==> src/rtl/micro_inport_edge_pkg.sv <==
// Shared definitions for the edge-capture input peripheral: register word addresses.
package micro_inport_edge_pkg;

  localparam logic [3:0] ADDR_DATA = 4'd0;
  localparam logic [3:0] ADDR_RISE = 4'd1;
  localparam logic [3:0] ADDR_FALL = 4'd2;
  localparam logic [3:0] ADDR_PEND = 4'd3;
  localparam logic [3:0] ADDR_MASK = 4'd4;
  localparam logic [3:0] ADDR_DEB  = 4'd5;

endpackage

==> src/rtl/micro_inport_edge_if.sv <==
// Peripheral bus bundle for the forth_micro bus: CPU side is master, peripheral is slave.
interface micro_inport_edge_if #(
  parameter int WIDTHD = 1
);

  logic [3:0]        address;
  logic [WIDTHD-1:0] writedata;
  logic [WIDTHD-1:0] readdata;
  logic              read;
  logic              write;
  logic              waitrequest;

  modport master (
    output address, writedata, read, write,
    input  readdata, waitrequest
  );

  modport slave (
    input  address, writedata, read, write,
    output readdata, waitrequest
  );

endinterface

==> src/rtl/micro_debounce_bit.sv <==
// One-bit debouncer: the output follows the synchronised input only after it has
// differed for thresh+1 consecutive cycles. update pulses in the cycle the output flips.
module micro_debounce_bit
  import micro_inport_edge_pkg::*;
#(
  parameter int DEBW = 8
) (
  input  logic            clock,
  input  logic            clock_sreset,
  input  logic            in,
  input  logic [DEBW-1:0] thresh,
  output logic            out,
  output logic            update
);

  logic [DEBW-1:0] r_cnt;
  logic            r_deb;
  logic            w_differ;
  logic            w_expire;

  assign w_differ = in ^ r_deb;
  // >= rather than == so that lowering the threshold mid-count never lets the counter wrap
  assign w_expire = w_differ && (r_cnt >= thresh);
  assign update   = w_expire;
  assign out      = r_deb;

  // Count consecutive differing cycles; accept the new level when the count reaches thresh.
  always_ff @(posedge clock) begin
    if (clock_sreset) begin
      r_cnt <= '0;
      r_deb <= 1'b0;
    end else if (!w_differ) begin
      r_cnt <= '0;
    end else if (w_expire) begin
      r_deb <= in;
      r_cnt <= '0;
    end else begin
      r_cnt <= r_cnt + 1'b1;
    end
  end

endmodule

==> src/rtl/micro_inport_edge.sv <==
// Edge-capture input port: synchronises and debounces each input bit, latches enabled
// rise/fall events into a write-one-to-clear pending register and raises a maskable irq.
// Reads take two cycles (one wait state); writes complete with no wait state.
module micro_inport_edge
  import micro_inport_edge_pkg::*;
#(
  parameter int WIDTHD = 1,
  parameter int DEBW   = 8
) (
  input  logic              clock,
  input  logic              clock_sreset,
  micro_inport_edge_if.slave bus,
  input  logic [WIDTHD-1:0] inport,
  output logic              irq
);

  logic [WIDTHD-1:0] r_s0, r_s1, r_s2;
  logic [WIDTHD-1:0] r_rise, r_fall, r_pend, r_mask;
  logic [DEBW-1:0]   r_thresh;
  logic [WIDTHD-1:0] r_readdata;
  logic              r_read_latency;

  logic [WIDTHD-1:0] w_deb;
  logic [WIDTHD-1:0] w_update;
  logic [WIDTHD-1:0] w_set;
  logic [WIDTHD-1:0] w_w1c;
  logic [WIDTHD-1:0] w_rdata;
  logic              w_rd_first;

  // Three-flop synchroniser per bit; deliberately not reset.
  always_ff @(posedge clock) begin
    r_s0 <= inport;
    r_s1 <= r_s0;
    r_s2 <= r_s1;
  end

  for (genvar gi = 0; gi < WIDTHD; gi++) begin : g_deb
    micro_debounce_bit #(.DEBW(DEBW)) u_deb (
      .clock        (clock),
      .clock_sreset (clock_sreset),
      .in           (r_s2[gi]),
      .thresh       (r_thresh),
      .out          (w_deb[gi]),
      .update       (w_update[gi])
    );
  end

  // A debounced transition is an event when it matches the enabled edge direction.
  assign w_set = w_update & ((r_s2 & r_rise) | (~r_s2 & r_fall));
  assign w_w1c = (bus.write && (bus.address == ADDR_PEND)) ? bus.writedata : '0;

  // Control registers and pending latch; a new event beats a same-cycle clear.
  always_ff @(posedge clock) begin
    if (clock_sreset) begin
      r_rise   <= '0;
      r_fall   <= '0;
      r_pend   <= '0;
      r_mask   <= '0;
      r_thresh <= '0;
    end else begin
      if (bus.write) begin
        case (bus.address)
          ADDR_RISE: r_rise   <= bus.writedata;
          ADDR_FALL: r_fall   <= bus.writedata;
          ADDR_MASK: r_mask   <= bus.writedata;
          ADDR_DEB:  r_thresh <= DEBW'(bus.writedata);
          default:   ;
        endcase
      end
      r_pend <= (r_pend & ~w_w1c) | w_set;
    end
  end

  // Read data select; unmapped addresses return zero.
  always_comb begin
    w_rdata = '0;
    case (bus.address)
      ADDR_DATA: w_rdata = w_deb;
      ADDR_RISE: w_rdata = r_rise;
      ADDR_FALL: w_rdata = r_fall;
      ADDR_PEND: w_rdata = r_pend;
      ADDR_MASK: w_rdata = r_mask;
      ADDR_DEB:  w_rdata = WIDTHD'(r_thresh);
      default:   w_rdata = '0;
    endcase
  end

  // First cycle of a read stalls the bus; a simultaneous write takes priority.
  assign w_rd_first      = bus.read && !bus.write && !r_read_latency;
  assign bus.waitrequest = w_rd_first;
  assign bus.readdata    = r_readdata;

  // Capture read data in the stall cycle; the latency flag lasts exactly one cycle.
  always_ff @(posedge clock) begin
    if (clock_sreset) begin
      r_read_latency <= 1'b0;
      r_readdata     <= '0;
    end else begin
      r_read_latency <= w_rd_first;
      if (w_rd_first) begin
        r_readdata <= w_rdata;
      end
    end
  end

  assign irq = |(r_pend & r_mask);

endmodule

==> src/flat_wrapper.sv <==
// flat-port wrapper written by rule: the top's interface ports become plain ports
module micro_inport_edge_flat import micro_inport_edge_pkg::*;
#(
  parameter int WIDTHD = 1,
  parameter int DEBW   = 8
)
  (clock, clock_sreset, inport, irq, bus_address, bus_writedata, bus_read, bus_write, bus_readdata, bus_waitrequest);
  micro_inport_edge_if #(.WIDTHD(WIDTHD)) bus_i ();
  input  logic clock;
  input  logic clock_sreset;
  input  logic [WIDTHD-1:0] inport;
  output logic irq;
  input wire logic [$bits(bus_i.address)-1:0] bus_address;
  input wire logic [$bits(bus_i.writedata)-1:0] bus_writedata;
  input wire logic [$bits(bus_i.read)-1:0] bus_read;
  input wire logic [$bits(bus_i.write)-1:0] bus_write;
  output wire logic [$bits(bus_i.readdata)-1:0] bus_readdata;
  output wire logic [$bits(bus_i.waitrequest)-1:0] bus_waitrequest;
  assign bus_i.address = bus_address;
  assign bus_i.writedata = bus_writedata;
  assign bus_i.read = bus_read;
  assign bus_i.write = bus_write;
  assign bus_readdata = bus_i.readdata;
  assign bus_waitrequest = bus_i.waitrequest;
  micro_inport_edge #(.WIDTHD(WIDTHD), .DEBW(DEBW)) u_core (.clock(clock), .clock_sreset(clock_sreset), .bus(bus_i), .inport(inport), .irq(irq));
endmodule
==> config.mk <==
export PLATFORM = sky130hd
export DESIGN_NAME = micro_inport_edge_flat
export DESIGN_NICKNAME = d
export VERILOG_FILES = /design/src/rtl/micro_inport_edge_pkg.sv /design/src/rtl/micro_inport_edge_if.sv /design/src/rtl/micro_debounce_bit.sv /design/src/rtl/micro_inport_edge.sv /design/src/flat_wrapper.sv
export SDC_FILE = /design/constraint.sdc
export NUM_CORES = 1
export LEC_CHECK = 0
export BUFFER_PORTS_ARGS = -buffer_cell sky130_fd_sc_hd__buf_2
export CORE_MARGIN = 4
export CORE_UTILIZATION = 30
export CTS_CLUSTER_SIZE = 40
export DETAILED_ROUTE_END_ITERATION = 8
export GPL_TIMING_DRIVEN = 0
export SLEW_MARGIN = 20
export SYNTH_ARGS = -nofsm -noshare
export SYNTH_HDL_FRONTEND = slang
export SYNTH_SLANG_ARGS = --single-unit
export TNS_END_PERCENT = 10
==> constraint.sdc <==
create_clock -name clock -period 1.1 [get_ports clock]
set_clock_uncertainty 0.05 [all_clocks]
set_input_delay 0.165 -clock clock [delete_from_list [all_inputs] [get_ports clock]]
set_output_delay 0.165 -clock clock [all_outputs]
set_load 0.05 [all_outputs]
=== Word level (Yosys, flattened, before mapping) ===
Index checks and enable logic that the tools add are counted.

* Bits in registers: 19
* Latch bits: 0
* Memory bits (writable): 0
* Bits in read-only memories: 0
* Input bits: 10
* Output and inout port bits: 3
* Word-level logic and storage cells: 45
* Memories: 0

* $add $sub $neg: 1
* $mul: 0
* Divide/modulo/power cells: 0
* $lt $le $gt $ge: 1
* Eq/ne operators: 5
* Shift-type cells: 0
* Multiplexer cells: 2
* Bitwise operators: 11
* Reductions and logical operators: 13

{| class="wikitable"
|+ Operator list
! cell !! number
|-
| 2-bit AND reduction || 5
|-
| 8-bit by 1-bit adder with 8-bit output (second input constant) || 1
|-
| 4-bit by 2-bit == test with 1-bit output (second input constant) || 2
|-
| 4-bit by 3-bit == test with 1-bit output (second input constant) || 2
|-
| 8-bit by 1-bit greater-or-equal comparator with 1-bit output || 1
|-
| 1-bit case mux with 6 select lines || 1
|-
| 1-bit bitwise AND || 5
|-
| 4-bit by 1-bit == test with 1-bit output (second input constant) || 1
|-
| 1-bit logical AND || 4
|-
| 4-bit zero test || 1
|-
| 1-bit inverter || 3
|-
| 3-bit OR reduction || 1
|-
| 1-bit zero test || 2
|-
| 1-bit OR || 2
|-
| 1-bit 2-to-1 mux || 1
|-
| 1-bit XOR || 1
|}

=== Depth between registers and ports, before layout ===
Gate-level depths: netlist (run 1).

* Word-level depth: 6
* Mapped depth: 4
* Mapped depth without buffers: 4

=== Hierarchy ===
From an unflattened synthesis (run 1), not the netlist that was laid out.

* Cell total of the unflattened synthesis: 114
* Area, all modules: 1,001.0 um2

{| class="wikitable"
|+ By module, submodules not included
! module !! instances !! cells each !! area an instance (um2) !! sequential area each (um2)
|-
| micro_debounce_bit || 1 || 65 || 545.5 || 180.2
|-
| micro_inport_edge || 1 || 49 || 455.4 || 200.2
|}

=== Worst setup path before layout (run 1) ===
OpenSTA, ideal clock, no wires.

* Path kind: register to register
* Start: register u_core.r_read_latency
* End: register u_core.r_readdata (netlist: u_core.bus.readdata)
* Setup time: 86 ps
* Data arrival time: 1,384 ps
* Required time: 964 ps
* Setup slack: -420 ps
* Cell stages (with the launch flop): 5
* Buffers on the path: 0
* Period minus slack after synthesis: 1,520 ps
* Cell sequence: dfxtp_1 or3b_1 inv_1 nand2_1 a221oi_2

* Word-level cells in the longest chain between the ends: 2

{| class="wikitable"
|+ RTL lines
! what !! RTL line !! RTL
|-
| start, declared || micro_inport_edge.sv:21 || <nowiki>logic r_read_latency;</nowiki>
|-
| start signal, assigned || micro_inport_edge.sv:99 || <nowiki>r_read_latency <= w_rd_first;</nowiki>
|-
| 1-bit zero test || micro_inport_edge.sv:89 || <nowiki>assign w_rd_first = bus.read && !bus.write && !r_read_latency;</nowiki>
|-
| 1-bit logical AND || micro_inport_edge.sv:89 ||
|-
| net bus_waitrequest || flat_wrapper.sv:18 || <nowiki>output wire logic [$bits(bus_i.waitrequest)-1:0] bus_waitrequest;</nowiki>
|-
| end signal, assigned || micro_inport_edge.sv:101 || <nowiki>r_readdata <= w_rdata;</nowiki>
|-
| end, declared || micro_inport_edge.sv:20 || <nowiki>logic [WIDTHD-1:0] r_readdata;</nowiki>
|}

The timed path passes the listed nets, and every way through them passes these cells.
A chain may end at the register's enable or synchronous reset.

=== Worst setup path in the final report (run 1) ===
* Start: register u_core.r_read_latency
* End: output port bus_waitrequest

* Word-level cells in the longest chain between the ends: 2

{| class="wikitable"
|+ RTL lines
! what !! RTL line
|-
| 1-bit zero test || micro_inport_edge.sv:89
|-
| 1-bit logical AND || micro_inport_edge.sv:89
|-
| end, declared || flat_wrapper.sv:18
|}

Every way passes these cells.

==> flow_metrics.env, run 1 <==
export IMPL_critPathLaunchType="register"
export IMPL_ys_ff_latch=19
export IMPL_yosys_area_top_type_share_pct=50.9
export IMPL_multiInputGateArea_um2=384
export IMPL_grt_pass1_vias=577
export IMPL_endpoint_kind="output pin"
export IMPL_max_freq_mhz=689
export IMPL_first_pass_iters=4
export IMPL_die_area_um2=3350
export IMPL_drv_slew=0
export IMPL_wl_met2_um=642
export IMPL_die_height_um=57.9
export IMPL_timing_final_crit_share_pct=132
export IMPL_synthAdderAreaFrac_pct=3.35
export IMPL_arrival_ns=1.24
export IMPL_yosysUniqueCellTypes=29
export IMPL_n_fill_cell=240
export IMPL_drt_iter0_drc=7
export IMPL_synthFlopType="dfxtp_1"
export IMPL_clock_latency_ns=0.30
export IMPL_dp_cells=117
export IMPL_outcome="finished, violations left"
export IMPL_cts_htree_levels=1
export IMPL_setup_violations=8
export IMPL_gr_total_overflow=0
export IMPL_hp_class="in -> reg"
export IMPL_path_cells="or3b_4, clkinvlp_4, buf_8"
export IMPL_seq_area_um2=387
export IMPL_path_clk_slew_ns=0.11
export IMPL_grt_use_total_pct=9.94
export IMPL_cts_root_buf="clkbuf_4"
export IMPL_synth_warnings=0
export IMPL_syn_area_um2=747
export IMPL_row_count=17
export IMPL_critPathSlowestCell="or3b_4"
export IMPL_setup_ws_ns=-0.351
export IMPL_r2r_slack_ns=-0.19
export IMPL_syn_inst=74
export IMPL_crit_family="simple AND/OR/NAND/NOR gates"
export IMPL_rsz0062_at_grt="true"
export IMPL_grt_pass1_wl_mm=2.50
export IMPL_maxCapViolations=0
export IMPL_clockBufferDepth=2
export IMPL_yosys_top_cells_count="19 x dfxtp_1, 6 x a21oi_1, 5 x nor3_1, 4 x inv_1, 4 x nand2b_1"
export IMPL_cts_tree="yes"
export IMPL_fin_nets=108
export IMPL_stdcell_count=123
export IMPL_cp_max_fo=2
export IMPL_wl_met3_um=95
export IMPL_portBuffers=11
export IMPL_fin_util_pct=42.0
export IMPL_yosysTopAreaCell="dfxtp_1"
export IMPL_ant_nets=0
export IMPL_antenna_cells=0
export IMPL_area_delta_synth_final_pct=29.1
export IMPL_syn_mean_instance_area_um2=10.1
export IMPL_violations="negative setup slack"
export IMPL_routed_top_layer="met4"
export IMPL_cts_buffers=3
export IMPL_drc_errors=0
export IMPL_crit_buf_inv=2
export IMPL_synth_xor_area_share_pct=2.35
export IMPL_ir_drop_uv=789
export IMPL_muxShareOfSynthArea_pct=5.53
export IMPL_wirelength_mm=1.36
export IMPL_vias=565
export IMPL_antenna_found_initial=0
export IMPL_fin_crit_ns=1.45
export IMPL_boundaryPins=13
export IMPL_yosysSeqAreaShare_pct=50.9
export IMPL_fin_tns_setup_ns=-1.34
export IMPL_start_util_pct=32.5
export IMPL_p_leak_nw=0.360
export IMPL_die_x_um=57.9
export IMPL_yosys_cell_count_top_type="dfxtp_1"
export IMPL_crit_type="reg -> out"
export IMPL_synthTopCellsByArea="dfxtp_1 51%, a21oi_1 4.0%, mux2i_1 4.0%"
export IMPL_async_flop_share_pct=0
export IMPL_synth_top_family_by_area="simple AND/OR/NAND/NOR gates"
export IMPL_synth_edf_count=0
export IMPL_drt_met1_wl_um=600
export IMPL_hpwl_mm=1.00
export IMPL_grt_max_degree=13
export IMPL_cp_data_required_time_ns=0.88
export IMPL_gp_congestion=0.821
export IMPL_post_drt_wl_per_cell_um=11.0
export IMPL_vias_per_cell=4.59
export IMPL_drive_gt1_share_pct=32.6
export IMPL_crit_path_max_incr_delay_ns=0.38
export IMPL_cts_sinks=19
export IMPL_p_per_area_nw_per_um2=1220
export IMPL_finalHoldViolations=0
export IMPL_synth_compound_area_share_pct=13.6
export IMPL_total_power_w=0.00118
export IMPL_core_area_um2=2300
export IMPL_synthSimpleGateAreaFrac_pct=20.8
==> layout make-up <==
cell class / instances / share of cell area [%]
Multi-Input combinational cell: 53 / 39.8
Tap cell: 28 / 3.63
Buffer: 2 / 0.778
Sequential cell: 19 / 40.1
Inverter: 4 / 1.95
Timing Repair Buffer: 13 / 10.6
Clock inverter: 1 / 0.778
Clock buffer: 3 / 2.33
==> layer usage <==
layer  vias to the layer above  track usage (%)
met2                        12             15.3
li1                        301                -
met3                         5             5.79
met1                       247             11.4
met4                         0             3.64
met5                         -                0
==> registers in the layout, indices dropped and copies added (netlist names) <==
name,cells
u_core.bus.readdata,1
u_core.r_s1,1
u_core.r_s0,1
u_core.g_deb.u_deb.out,1
u_core.r_read_latency,1
u_core.r_rise,1
u_core.r_mask,1
u_core.r_pend,1
u_core.g_deb.u_deb.r_cnt,8
u_core.r_s2,1
u_core.r_fall,1
u_core.r_thresh,1
==> tightest hold or removal path, cell delays in order <==
cell and delay, ns:
buf_2 0.11, nand4_1 0.06, a21oi_1 0.06
==> power by group <==
group          internal (W)  switching (W)
Combinational     0.0000475      0.0000565
Sequential         0.000709     0.00000954
Clock              0.000139       0.000218
Total              0.000895       0.000284
==> logic make-up after synthesis <==
logic type	after synthesis
buf+inv	6
other cells	1
flops	19
compound gates	15
mux	4
xor+xnor	2
simple gates	25
fa+ha+maj	2
==> path summary, 6_finish.rpt <==
check,end,start,cells after the start
hold reg to reg,u_core.r_s2,u_core.r_s1,0
hold / removal,u_core.r_rise,bus_writedata,3
setup / recovery,bus_waitrequest,u_core.r_read_latency,3
setup reg to reg,u_core.r_pend,u_core.g_deb[0].u_deb.r_cnt[0],4
==> per-stage QoR <==
step | setup slack, ns | cell area [µm²] | hold WS, ns
detailed placement | -0.265 | 861 | 0.225
global placement | -0.233 | 861 | 0.220
CTS | -0.370 | 960 | 0.0638
finish | -0.351 | 965 | 0.0782
floorplan | -0.233 | 771 | 0.143
global route | -0.412 | 965 | 0.0668
==> cells in the final DEF (no fill, tap or decap), drive strengths merged, types with 2 or more instances in the layout <==
cell / instances
dfxtp: 19
buf: 12
a21oi: 6
nor3: 5
conb: 5
clkbuf: 5
nand2b: 4
or3: 3
o21ai: 3
mux2i: 3
or3b: 3
inv: 3
nand2: 3
clkinvlp: 2
nand3b: 2
ha: 2
==> repair_timing <==
action / in CTS / in global routing
pin swaps: 4 / 1
hold buffers: 1 / 0
setup endpoints to repair: 9 / 9
resized for setup: 16 / 2
endpoints found under the hold margin: 1 / 0
cloned: 0 / 0
buffers inserted: 1 / 0
Note: power is estimated with default switching activity, not from simulation.
==> inputs of run 2 (changes only) <==
- clock period: 1.1 -> 1.8 ns (I/O delays scaled with it)
==> run 2 against run 1 <==
The run now ends clean; via count is 1.8% higher; die area is the same; sequential power is 39% lower; power is 40% lower; largest cell class unchanged; sequential cell count stayed put; first-iteration DRC count grew 43%; combinational power is 47% lower; critical path depth stayed put; routed wire length fell by 4.0%; non-clock buffer count fell by 1; clock power is 40% lower; final cell count is 0.81% lower; largest power group unchanged.
==> flow_metrics.env, run 2 (synthesis gave the netlist of run 1 again) <==
export IMPL_layout_common_cells="19 x dfxtp_1, 11 x buf_2, 6 x a21oi_1"
export IMPL_p_sw_w=0.000167
export IMPL_r2r_start="u_core.g_deb[0].u_deb.r_cnt[0]"
export IMPL_antenna_found_initial=0
export IMPL_core_area_um2=2300
export IMPL_ir_drop_uv=449
export IMPL_seqPwrFrac_pct=62.2
export IMPL_die_area_um2=3350
export IMPL_die_x_um=57.9
export IMPL_ctsHoldBuffers=0
export IMPL_worstSetupStartpoint="u_core.r_read_latency"
export IMPL_crit_path_max_incr_delay_ns=0.39
export IMPL_wirelength_mm=1.30
export IMPL_combPwrFrac_pct=7.8
export IMPL_cp_max_fo=4
export IMPL_critPathLaunchType="register"
export IMPL_crit_type="reg -> out"
export IMPL_p_per_area_nw_per_um2=794
export IMPL_clock_latency_ns=0.30
export IMPL_cts_setup_buffers=0
export IMPL_maxCapViolations=0
export IMPL_drive_gt1_share_pct=19.1
export IMPL_gr_total_overflow=0
export IMPL_setup_ws_ns=0.118
export IMPL_cts_buffers=3
export IMPL_path_cells="or3b_1, inv_1, buf_2"
export IMPL_vias=575
export IMPL_antenna_cells=0
export IMPL_die_height_um=57.9
export IMPL_intPower_w=0.000539
export IMPL_critPathSlowestCell="or3b_1"
export IMPL_hpwl_mm=1.03
export IMPL_ant_nets=0
export IMPL_n_fill_cell=238
export IMPL_drv_slew=0
export IMPL_rsz0062_at_grt="false"
export IMPL_first_pass_iters=4
export IMPL_fin_util_pct=38.7
export IMPL_cts_htree_levels=1
export IMPL_p_sw_share_pct=23.7
export IMPL_portBuffers=11
export IMPL_boundaryPins=13
export IMPL_drt_met1_wl_um=664
export IMPL_cts_sinks=19
export IMPL_cts_root_buf="clkbuf_4"
export IMPL_drc_errors=0
export IMPL_path_clk_slew_ns=0.11
export IMPL_largest_reg_flops=8
export IMPL_grt_use_total_pct=8.82
export IMPL_cts_tree="yes"
export IMPL_post_drt_wl_per_cell_um=10.7
export IMPL_grt_pass1_wl_mm=2.26
export IMPL_final_common_cell="dfxtp_1"
export IMPL_max_freq_mhz=594
export IMPL_grt_pass1_vias=513
export IMPL_clockPowerShare_pct=30.0
export IMPL_p_leak_nw=0.355
export IMPL_gp_congestion=0.759
export IMPL_row_count=17
export IMPL_cp_endpoint="bus_waitrequest"
export IMPL_fin_tns_setup_ns=0
export IMPL_vias_per_cell=4.71
export IMPL_r2r_cells=4
export IMPL_timing_final_crit_share_pct=93.5
export IMPL_endpoint_kind="output pin"
export IMPL_arrival_ns=1.36
export IMPL_dp_slack_ns=0.314
export IMPL_area_delta_synth_final_pct=19.1
export IMPL_grt_max_degree=12
export IMPL_setup_violations=0
export IMPL_clockBufferDepth=2
export IMPL_fin_crit_ns=1.68
export IMPL_fin_nets=107
export IMPL_largest_register="u_core.g_deb.u_deb.r_cnt"
export IMPL_start_util_pct=32.5
export IMPL_timing_rr_end="u_core.g_deb[0].u_deb.r_cnt[0]"
export IMPL_wl_met3_um=61
export IMPL_outcome="complete, no violations"
export IMPL_wl_met2_um=541
export IMPL_routed_top_layer="met4"
export IMPL_finalHoldViolations=0
export IMPL_r2r_slack_ns=0.48
export IMPL_drt_iter0_drc=10
export IMPL_hp_class="in -> reg"
export IMPL_cp_data_required_time_ns=1.48
export IMPL_cts_resized=0
==> run 2: how the worst min path moves through the flow <==
stage             startpoint             to  slack, ns  cells after the start
3_3_place_gp     u_core.r_s1    u_core.r_s2       0.26                      0
5_1_grt        bus_writedata  u_core.r_rise       0.17                      3
6_report       bus_writedata  u_core.r_rise       0.17                      3
3_5_place_dp     u_core.r_s0    u_core.r_s1       0.27                      0
4_1_cts               inport    u_core.r_s0     0.0007                      1
2_1_floorplan         inport    u_core.r_s0       0.25                      0
==> run 2: metal layers <==
| layer | GRT usage (%) | up-vias |
|---|---|---|
| met2 | 11.0 | 11 |
| met3 | 2.90 | 5 |
| li1 | - | 300 |
| met4 | 5.96 | 0 |
| met5 | 0 | - |
| met1 | 12.5 | 259 |
==> run 2: per-stage QoR <==
step / total power (W) / area [µm²] / hold slack (ns) / cells
2_1_floorplan: 0.000481 / 762 / 0.248 / 78
3_3_place_gp: 0.000501 / 852 / 0.265 / 117
3_5_place_dp: 0.000502 / 852 / 0.265 / 117
4_1_cts: 0.000717 / 880 / 0.000680 / 121
5_1_grt: 0.000747 / 890 / 0.171 / 122
6_report: 0.000706 / 890 / 0.172 / 122
==> run 2: power groups by stage <==
stage / combinational (W) / clock, W / sequential [W]
after global routing: 0.0000613 / 0.000244 / 0.000442
final: 0.0000548 / 0.000212 / 0.000439
after CTS: 0.0000529 / 0.000225 / 0.000440
after global placement: 0.0000520 / 0 / 0.000449
after detailed placement: 0.0000527 / 0 / 0.000449
after floorplan: 0.0000331 / 0 / 0.000447
==> run 2: worst max-delay path: cells and delay by family (launching register included) <==
family	cells	cell delay (ns)
buf+inv	2	0.35
flops	1	0.32
simple gates	1	0.39
==> run 2: final cells by class <==
cell class                      count  area (µm²)  area share (%)
Sequential cell                    19         380            42.8
Multi-Input combinational cell     53         359            40.4
Timing Repair Buffer               12        65.1            7.31
Tap cell                           28        35.0            3.94
Clock buffer                        3        22.5            2.53
Inverter                            4        15.0            1.69
Buffer                              2        7.51           0.844
Clock inverter                      1        5.00           0.563
